### src/rtl/hazard_forward_unit.sv
// hazard_forward_unit
// Operand-forwarding and hazard controller that sits beside decode.
// Each D-stage source is compared against the destinations of the NUM_FWD
// youngest in-flight producers. The youngest match gives the X-stage bypass
// select, and that select is registered into X. A load scoreboard tracks
// destinations whose data has not returned yet. A D-stage stall is raised for
// load-use hazards and for WAW hazards on a pending load.
// Loads are never bypassed. A consumer of a load waits until the response
// edge has written the regfile, then reads the regfile (select 0).

module hazard_forward_unit #(
  parameter  int NUM_FWD = 2,
  parameter  int ADDR_W  = 5,
  parameter  int CNT_W   = 16,
  localparam int SEL_W   = $clog2(NUM_FWD + 1)
) (
  input  logic                      clk,
  input  logic                      reset,
  input  logic                      d_valid,
  input  logic [ADDR_W-1:0]         d_rs1,
  input  logic [ADDR_W-1:0]         d_rs2,
  input  logic                      d_rs1_used,
  input  logic                      d_rs2_used,
  input  logic [ADDR_W-1:0]         d_rd,
  input  logic                      d_we,
  input  logic [NUM_FWD-1:0]        p_valid,
  input  logic [NUM_FWD-1:0]        p_we,
  input  logic [NUM_FWD-1:0]        p_is_load,
  input  logic [NUM_FWD*ADDR_W-1:0] p_rd,
  input  logic                      ld_resp_valid,
  input  logic [ADDR_W-1:0]         ld_resp_rd,
  output logic                      stall_d,
  output logic [SEL_W-1:0]          fwd_sel_a,
  output logic [SEL_W-1:0]          fwd_sel_b,
  output logic [CNT_W-1:0]          stall_cycles,
  output logic                      sb_err
);

  localparam int NREG = 1 << ADDR_W;

  logic [NREG-1:0]    r_pending;
  logic [SEL_W-1:0]   r_sel_a;
  logic [SEL_W-1:0]   r_sel_b;
  logic [CNT_W-1:0]   r_stall_cnt;
  logic               r_sb_err;

  logic [NUM_FWD-1:0] w_prod_vld;
  logic               w_use_a;
  logic               w_use_b;
  logic [SEL_W-1:0]   w_sel_a;
  logic [SEL_W-1:0]   w_sel_b;
  logic               w_ld_a;
  logic               w_ld_b;
  logic               w_raw_pend;
  logic               w_waw;
  logic               w_stall;
  logic               w_advance;
  logic               w_ld_set;
  logic [ADDR_W-1:0]  w_ld_set_rd;
  logic [NREG-1:0]    w_pending_nxt;

  // A slot only counts as a producer if it writes a register other than x0
  always_comb begin
    w_prod_vld = '0;
    for (int i = 0; i < NUM_FWD; i++) begin
      w_prod_vld[i] = p_valid[i] & p_we[i] & (p_rd[i*ADDR_W +: ADDR_W] != '0);
    end
  end

  assign w_use_a = d_rs1_used && (d_rs1 != '0);
  assign w_use_b = d_rs2_used && (d_rs2 != '0);

  // Scan oldest to youngest so the youngest (lowest-index) match wins
  always_comb begin
    w_sel_a = '0;
    w_sel_b = '0;
    w_ld_a  = 1'b0;
    w_ld_b  = 1'b0;
    for (int i = NUM_FWD - 1; i >= 0; i--) begin
      if (w_use_a && w_prod_vld[i] && (p_rd[i*ADDR_W +: ADDR_W] == d_rs1)) begin
        w_sel_a = SEL_W'(i + 1);
        w_ld_a  = p_is_load[i];
      end
      if (w_use_b && w_prod_vld[i] && (p_rd[i*ADDR_W +: ADDR_W] == d_rs2)) begin
        w_sel_b = SEL_W'(i + 1);
        w_ld_b  = p_is_load[i];
      end
    end
  end

  // A load still in flight blocks readers (RAW) and writers (WAW) of its rd
  assign w_raw_pend = (w_use_a && r_pending[d_rs1]) || (w_use_b && r_pending[d_rs2]);
  assign w_waw      = d_we && (d_rd != '0) && r_pending[d_rd];
  assign w_stall    = d_valid && (w_raw_pend || w_ld_a || w_ld_b || w_waw);
  assign w_advance  = d_valid && !w_stall;

  assign w_ld_set    = w_prod_vld[0] & p_is_load[0];
  assign w_ld_set_rd = p_rd[ADDR_W-1:0];

  // Scoreboard next state: clear on response first, so a same-index set wins
  always_comb begin
    w_pending_nxt = r_pending;
    if (ld_resp_valid) begin
      w_pending_nxt[ld_resp_rd] = 1'b0;
    end
    if (w_ld_set) begin
      w_pending_nxt[w_ld_set_rd] = 1'b1;
    end
    w_pending_nxt[0] = 1'b0;
  end

  // Scoreboard register
  always_ff @(posedge clk) begin
    if (reset) begin
      r_pending <= '0;
    end else begin
      r_pending <= w_pending_nxt;
    end
  end

  // Bypass selects into X. A bubble reads the regfile
  always_ff @(posedge clk) begin
    if (reset) begin
      r_sel_a <= '0;
      r_sel_b <= '0;
    end else if (w_advance) begin
      r_sel_a <= w_sel_a;
      r_sel_b <= w_sel_b;
    end else begin
      r_sel_a <= '0;
      r_sel_b <= '0;
    end
  end

  // Saturating count of stalled D cycles
  always_ff @(posedge clk) begin
    if (reset) begin
      r_stall_cnt <= '0;
    end else if (w_stall && (r_stall_cnt != '1)) begin
      r_stall_cnt <= r_stall_cnt + CNT_W'(1);
    end
  end

  // Sticky flag for a load response that matches no pending entry
  always_ff @(posedge clk) begin
    if (reset) begin
      r_sb_err <= 1'b0;
    end else if (ld_resp_valid && !r_pending[ld_resp_rd]) begin
      r_sb_err <= 1'b1;
    end
  end

  assign stall_d      = w_stall;
  assign fwd_sel_a    = r_sel_a;
  assign fwd_sel_b    = r_sel_b;
  assign stall_cycles = r_stall_cnt;
  assign sb_err       = r_sb_err;

endmodule

### config.mk
export PLATFORM = sky130hd
export DESIGN_NAME = hazard_forward_unit
export DESIGN_NICKNAME = d
export VERILOG_FILES = /design/src/rtl/hazard_forward_unit.sv
export SDC_FILE = /design/constraint.sdc
export NUM_CORES = 1
export LEC_CHECK = 0
export CAP_MARGIN = 20
export CORE_MARGIN = 8
export CORE_UTILIZATION = 49
export DETAILED_ROUTE_END_ITERATION = 8
export MAX_ROUTING_LAYER = met4
export PLACE_DENSITY = 0.87
export SYNTH_ARGS = -nofsm -noshare
export SYNTH_HDL_FRONTEND = slang
export SYNTH_SLANG_ARGS = --single-unit
### constraint.sdc
create_clock -name clk -period 2.6 [get_ports clk]
set_input_delay 0.39 -clock clk [delete_from_list [all_inputs] [get_ports clk]]
set_output_delay 0.39 -clock clk [all_outputs]
set_load 0.01 [all_outputs]
==> Word-level counts from Yosys, hierarchy flattened <==
Index checks and enable logic that the tools add are counted.
{ "word_totals": {"latch_bits": 0, "ramBits": 0, "mem_count": 0, "regBits": 53, "inputBits": 43, "mem_bits_ro": 0} }
{ "classes": {"add_sub_neg": 1, "eq_ne": 5, "shift": 0, "multipliers": 0, "bitwise": 9, "reduce_logical": 34, "magnitude_cmp": 7, "div_mod_pow": 0, "mux": 22} }
{ "ops": {"columns": ["operator", "count"], "rows": [
  ["$mux W32", 2],
  ["$and A32 B32 Y32", 1],
  ["$not A32 Y32", 1],
  ["$or A32 B32 Y32", 1],
  ["$lt A5 B6 Y1 const B", 5],
  ["$reduce_bool A5 Y1", 5],
  ["$bmux W1 S5", 4],
  ["$eq A5 B5 Y1", 4],
  ["$logic_and A1 B1 Y1", 20],
  ["$add A16 B1 Y16 const B", 1],
  ["$ne A16 B16 Y1 const B", 1],
  ["$mux W1", 12],
  ["$demux W1 S5", 2],
  ["$ge A5 B1 Y1 const B", 2],
  ["$reduce_or A3 Y1", 2],
  ["$and A1 B1 Y1", 5],
  ["$logic_or A1 B1 Y1", 4],
  ["$mux W2", 2],
  ["$logic_not A1 Y1", 2],
  ["$reduce_or A2 Y1", 1],
  ["$not A1 Y1", 1]
]} }

==> Logic depth before layout (Yosys ltp) <==
{ "depth": {"ltp_word": 14, "ltp_mapped": 10} }

==> Least setup slack after synthesis <==
Ideal clock, no wire load.
{ "synth_timing": {"path_type": "input to register", "start": "input d_rs2[0]", "end": "register r_stall_cnt[10] (netlist: stall_cycles[10])", "arrival_ns": 2.713, "setup_slack_ns": -0.235, "setup_ns": 0.121, "path_buffers": 1, "stages": 9, "path_cell_list": "buf_6 -> or4_4 -> o21ai_4 -> nor3_2 -> or2_4 -> a2111oi_4 -> a211oi_2 -> and3_1 -> mux2_4"} }
{ "synth_via": {"elab_chain_cells": 10, "word_cells_on_any_way": 19, "cone_classes": "2 x eq/ne; 4 x mux; 13 x reduce/logical"} }
{ "synth_lines": {"columns": ["item", "line", "source"], "rows": [
  ["start, declared", "21", "input logic [ADDR_W-1:0] d_rs2,"],
  ["parallel branches: the longest is 6 deep, another holds $bmux W1 S5", null, null],
  ["$logic_or A1 B1 Y1 * (2 in a row)", "94", "assign w_stall = d_valid && (w_raw_pend || w_ld_a || w_ld_b || w_waw);"],
  ["$logic_and A1 B1 Y1 *", "94", null],
  ["$logic_and A1 B1 Y1 *", "139", "end else if (w_stall && (r_stall_cnt != '1)) begin"],
  ["end signal, assigned", "140", "r_stall_cnt <= r_stall_cnt + CNT_W'(1);"],
  ["end, declared", "44", "logic [CNT_W-1:0] r_stall_cnt;"]
]} }
Every way passes the cells marked *. The select of a mux whose other input is x is not followed.
A chain may end at the register's enable or synchronous reset.

==> Worst setup path after layout <==
{ "layout_timing": {"start": "register r_pending[29]", "end": "register r_sel_a[1] (netlist: fwd_sel_a[1])"} }
{ "layout_via": {"elab_chain_cells": 12, "word_cells_on_any_way": 18, "cone_classes": "6 x mux; 1 x bitwise; 11 x reduce/logical"} }
{ "layout_lines": {"columns": ["item", "line", "source"], "rows": [
  ["start, declared", "41", "logic [NREG-1:0] r_pending;"],
  ["start signal, assigned", "117", "r_pending <= w_pending_nxt;"],
  ["$bmux W1 S5", "92", "assign w_raw_pend = (w_use_a && r_pending[d_rs1]) || (w_use_b && r_pending[d_rs2]);"],
  ["$mux W1 (implied by the code)", "92", null],
  ["$logic_and A1 B1 Y1", "92", null],
  ["$logic_or A1 B1 Y1", "92", null],
  ["$logic_or A1 B1 Y1 (2 in a row)", "94", null],
  ["$logic_or A1 B1 Y1 *", "94", null],
  ["$logic_and A1 B1 Y1 *", "94", null],
  ["$logic_not A1 Y1 *", "95", "assign w_advance = d_valid && !w_stall;"],
  ["$logic_and A1 B1 Y1 *", "95", null],
  ["$not A1 Y1 (no line) *", null, null],
  ["$reduce_or A3 Y1 (no line) *", null, null],
  ["end signal, assigned", "127", "r_sel_a <= w_sel_a;"],
  ["end, declared", "42", "logic [SEL_W-1:0] r_sel_a;"]
]} }
Every way passes the cells marked *; elsewhere a longest branch is shown, timed or not. The select of a mux whose other input is x is not followed.

==> impl_metrics.csv <==
group,metric,value,unit
clock_tree,tritoncts,"built",
floorplan,initial_core_util,0.501,
worst_setup_path,rr_worst_depth,11,
grt,grt_overflow,0,
logic_synthesis,ys_seq_area_frac,0.270,
clock_tree,clk_pin_slew,100,ps
layout,nets,635,
placed_design,hpwl,10500,um
logic_synthesis,ys_warn_count,0,
grt,met2_usage,0.469,
logic_synthesis,syn_inst,442,
power_and_ir_drop,total_power,0.00178,W
clock_tree,clock_latency,320,ps
worst_setup_path,critPathKind,"reg -> reg",
grt,gr-max-usage-layer,"met2",
logic_synthesis,async_flop_share,0,
timing,fin_skew,13.0,ps
floorplan,die-area,11000,um2
detailed_routing,routed_wl,16000,um
logic_synthesis,ys_ff_latch,52,
placed_design,port_buffers,64,
grt,track_usage,0.285,
power_and_ir_drop,ir_drop,0.199,mV
logic_synthesis,synth_edf_count,0,
layout,finalNonFillerCells,693,
clock_tree,cts_root_buf,"clkbuf_8",
layout,seqCellArea,1070,um2
placed_design,place_ws,-913,ps
power_and_ir_drop,p_leak,2.23,nW
worst_hold_path,hold_class,"reg -> reg",
timing,rsz0062_at_grt,"true",
worst_hold_path,hold_path_depth,2,
floorplan,io-pin-count,65,
status,status,"finished with violations",
detailed_routing,viasPerCell,6.59,
detailed_routing,drtIter0Drc,564,
worst_setup_path,cp.arrival,3180,ps
placed_design,place.gp.congestion,1.04,
worst_setup_path,critPathMaxFanout,4,
floorplan,die_h,105,um
grt,grt_pass1_vias,4691,
logic_synthesis,synthesis.area,3850,um2
grt,antenna_found_initial,0,
logic_synthesis,synth_cell_type_count,58,
timing,setup_viol,15,
layout,diodes,0,
worst_setup_path,cp.required,2840,ps
logic_synthesis,synth_top_cell_by_area,"dfxtp_1",
clock_tree,htreeDepth,2,
timing,finalHoldViolations,0,
logic_synthesis,syn_nets,486,
timing,layout_setup_ws,-337,ps
clock_tree,clockBufferDepth,2,
worst_setup_path,crit_path_end_kind,"flop",
layout,layout-drive-gt1-share,0.420,
detailed_routing,drtAntennaViolNets,0,
floorplan,core_area,7690,um2
floorplan,dieWidth,105,um
timing,period_share,1.13,
floorplan,rows,32,
layout,synthToLayoutAreaGrowth,52.4,%
logic_synthesis,synth_ff_type,"dfxtp_1",
layout,fin_area,5870,um2
detailed_routing,num_vias,4569,
logic_synthesis,synthTopCellsByArea,"dfxtp_1 27%, mux4_2 12%, xnor2_1 5.5%",
power_and_ir_drop,p_per_area,304,nW/um2
flow_run,max_cap_viol_count,0,
grt,grt_pass1_wl,24700,um
logic_synthesis,synth.top_cell.area_share,0.270,
timing,fin_crit,2940,ps
layout,fill_cells,487,
clock_tree,clock_sinks,52,
placed_design,placed_cells,665,
timing,slew_headroom,0.302,
detailed_routing,drtPass1Iterations,6,
clock_tree,cts_buffers,5,
timing,tightest_slew,1040,ps
detailed_routing,detail_route.wl_per_cell,23.2,um
detailed_routing,drc_errors,0,
grt,grt_use_met3,0.0608,
logic_synthesis,syn_area_per_cell,8.72,um2
timing,max_clock_freq,340,MHz
grt,grt_max_degree,33,
grt,use_met1,0.319,
layout,multi_input_area,3010,um2
timing,finalMaxSlewViolations,0,
worst_setup_path,rrSetupSlack,-340,ps
placed_design,place_area,5190,um2
worst_setup_path,start_kind,"flop",
status,violations,"setup timing",
-- path summary, 6_finish.rpt --
kind	from	endpoint
setup / recovery	r_pending[29]	fwd_sel_a[1]
hold / removal	sb_err	sb_err
setup reg to reg	r_pending[29]	fwd_sel_a[1]
hold reg to reg	sb_err	sb_err
-- layer usage --
layer	up-vias	routed length, um
li1	1931	-
met1	2141	5540
met2	374	7610
met3	123	1810
met4	0	1080
met5	-	0
-- per-stage QoR --
stage,util,setup TNS [ps],hold WS [ps]
5_1_grt,0.764,-3470,537
2_1_floorplan,-,-1030,480
3_3_place_gp,0.676,-13230,459
6_report,0.764,-2500,493
3_5_place_dp,0.676,-14830,465
4_1_cts,0.740,-412,497
-- cell type report --
class                      instances  share of cell area
clock buffer                       5              0.0117
clock inverter                     2             0.00213
inverter                           7             0.00448
multi-input combinational        351               0.512
sequential                        52               0.183
tap                              102              0.0217
timing repair buffer             174               0.265
-- worst max-delay path, stage by stage (launching register included) --
cell,delay [ps]
dfxtp_2,370
buf_4,160
mux4_2,480
mux2i_2,180
a211oi_2,120
a2111oi_4,370
buf_4,180
buf_4,130
nand2_1,90
nor3_1,380
buf_4,210
nor3b_1,190
-- sequential cells by signal, indices dropped and copies added, names as in the netlist --
name / count
r_pending: 31
stall_cycles: 16
fwd_sel_a: 2
fwd_sel_b: 2
sb_err: 1
-- placed cells by master (no fill, tap or decap), drive strengths merged, types with 2 or more instances in the layout --
cell type,netlist,layout
a2111oi,3,3
a211oi,8,8
a21oi,38,38
a22oi,3,3
a311oi,2,2
a31o,2,2
a31oi,2,2
and2,2,2
and3,12,12
and3b,2,2
buf,13,121
clkbuf,19,9
clkdlybuf4s15,0,9
clkdlybuf4s50,0,35
dfxtp,52,52
dlygate4sd2,0,5
inv,7,7
mux2,15,15
mux2i,20,20
mux4,22,22
nand2,50,50
nand3,20,20
nand3b,6,6
nand4,5,5
nor2,26,26
nor2b,15,15
nor3,5,5
nor3b,6,6
nor4,3,3
o21ai,38,38
o311ai,2,2
or3,3,3
or3b,2,2
or4,5,5
xnor2,24,24
-- kinds of logic (layout without fill, tap and decap cells) --
kind of cell,after synthesis,after routing,share of synthesized area
DFF,52,52,0.270
muxes,57,57,0.229
adders and majority gates,1,1,0.00325
AOI/OAI and AO/OA,105,105,0.171
xor gates and xnor gates,24,24,0.0546
and+or+nand+nor,164,164,0.222
buffers and inverters,39,188,0.0494
-- synthesized netlist by cell type, types with 4 or more instances --
cell type	n
nand2_1	50
mux2_4	4
o21ai_0	36
nor2b_1	15
clkbuf_1	19
and3_1	11
nand3_1	20
inv_1	7
nor3_1	4
dfxtp_1	52
nor3b_1	6
xnor2_1	24
nor2_1	26
mux2i_1	20
buf_2	8
nand3b_1	6
a211oi_1	7
mux4_2	21
nand4_1	5
a21oi_1	37
mux2_2	9
-- what timing repair did --
| item | 4_1_cts | 5_1_grt |
|---|---|---|
| setup buffers | 16 | 4 |
| setup endpoints to repair | 21 | 19 |
| hold buffers | 0 | 0 |
| pin swaps | 26 | 23 |
| gates cloned | 2 | 0 |
| gates resized for setup | 135 | 46 |
-- report_power, final --
part / switching, W / internal (W)
Combinational: 0.000260 / 0.000257
Sequential: 0.00000798 / 0.000796
Clock: 0.000280 / 0.000183
(Power assumes the default switching activity.)
==> variant, RTL diff (same flow settings) <==
`CNT_W`: 16 -> 12.
--- a/src/rtl/hazard_forward_unit.sv
+++ b/src/rtl/hazard_forward_unit.sv
@@ -11,7 +11,7 @@
 module hazard_forward_unit #(
   parameter  int NUM_FWD = 2,
   parameter  int ADDR_W  = 5,
-  parameter  int CNT_W   = 16,
+  parameter  int CNT_W   = 12,
   localparam int SEL_W   = $clog2(NUM_FWD + 1)
 ) (
   input  logic                      clk,
Ports: changed (resized stall_cycles); port bits go from 65 to 61. The function was not compared with the original's and may differ.
==> variant against the original RTL <==
The run still ends with setup timing left. Power fell by 4.1%. Worst setup slack improved by 0.19 ns. Die area fell by 4.7%. Sequential cell count fell by 4. Hold slack barely moved. Cell area fell by 9.0%. Combinational power fell by 10%. Area after synthesis fell by 5.6%. Cell count fell by 6.5%. Wire length fell by 13%. Clock skew fell by 0.0061 ns. Critical endpoint is now stall_d. Largest power group unchanged. Highest routed layer unchanged.
==> variant: results (changes against the original RTL) <==
[placed_design]
place.gp.congestion=1.01  ; -3.5%
hpwl_um=9440  ; -9.8%
dp.cells=618  ; -7.1%

[logic_synthesis]
synth_common_cells=dfxtp_1, nand2_1, a21oi_1
yosys-mux-area-fraction_pct=21.8  ; -1.2 points
ys_seq_area_share_pct=26.4  ; -0.60 points
synth_area_per_cell_um2=8.94  ; +2.5%
yosys.area_share.adder_pct=0.344  ; +0.019 points
synthXorXnorAreaFrac_pct=5.06  ; -0.40 points

[route]
dr_total_vias=4093  ; -10%
totalWireLength_um=13900  ; -13%
drt_iter0_drc=464  ; -18%
wl_met3_um=1260  ; -31%
route.met2.wl_um=6860  ; -9.8%

[layout]
seq_cells=48  ; -7.7%
stdcell_count=648  ; -6.5%
clk_share_pct=1.87  ; +0.49 points
fillers=521  ; +7.0%
inverters_excl_clock=2  ; -5
buf_share_pct=25.4  ; -1.1 points
multi_input_gates=328  ; -6.6%
num-nonclk-buffers=163  ; -6.3%
multi_input_area_um2=2770  ; -7.8%
seq_share_pct=18.4  ; +0.13 points
nets=592  ; -6.8%

[global_routing]
use_met2_pct=44.4  ; -2.5 points
grt_pass1_vias=4318  ; -8.0%
grt_pass1_wl_um=21300  ; -14%

[sta]
relSlewSlack_pct=64.3  ; +34 points
fin_skew_ns=0.00689  ; -0.00614 ns
worst_slack_ns=-0.149  ; +0.188 ns
setup_viol=5  ; -10

[status]
violations=setup timing
status=complete, but fails checks

[worst_setup_path]
start_kind=input port
rrSetupSlack_ns=-0.06  ; +0.28 ns
slowest_stage=nor4_1
critPathTopFamily=simple AND/OR/NAND/NOR gates

[power]
ir_drop_uv=277  ; +39%

==> variant: cell count changes after synthesis, sizes merged, moves of 7 or more <==
cell and delta:
nor2b -10, clkbuf -7, o21ai +10, mux2 -13
mux2i -8, nor2 -9
==> variant: metrics by stage <==
step	cell area (µm²)	TNS [ns]	hold WS (ns)	power (mW)	setup WS (ns)
3_5_place_dp	4820	-12.34	0.481	1.15	-0.809
6_report	5340	-0.337	0.493	1.71	-0.149
2_1_floorplan	3640	0	0.477	0.954	0.0919
4_1_cts	5210	-0.0904	0.504	1.67	-0.0904
3_3_place_gp	4820	-10.54	0.462	1.14	-0.799
5_1_grt	5340	-1.26	0.531	1.77	-0.261
==> variant: power breakdown <==
group | switching (mW) | leakage, nW | internal, mW | total (mW)
registers | 0.00641 | 0.394 | 0.738 | 0.744
clock network | 0.279 | 0.0522 | 0.223 | 0.502
logic | 0.227 | 1.58 | 0.238 | 0.464
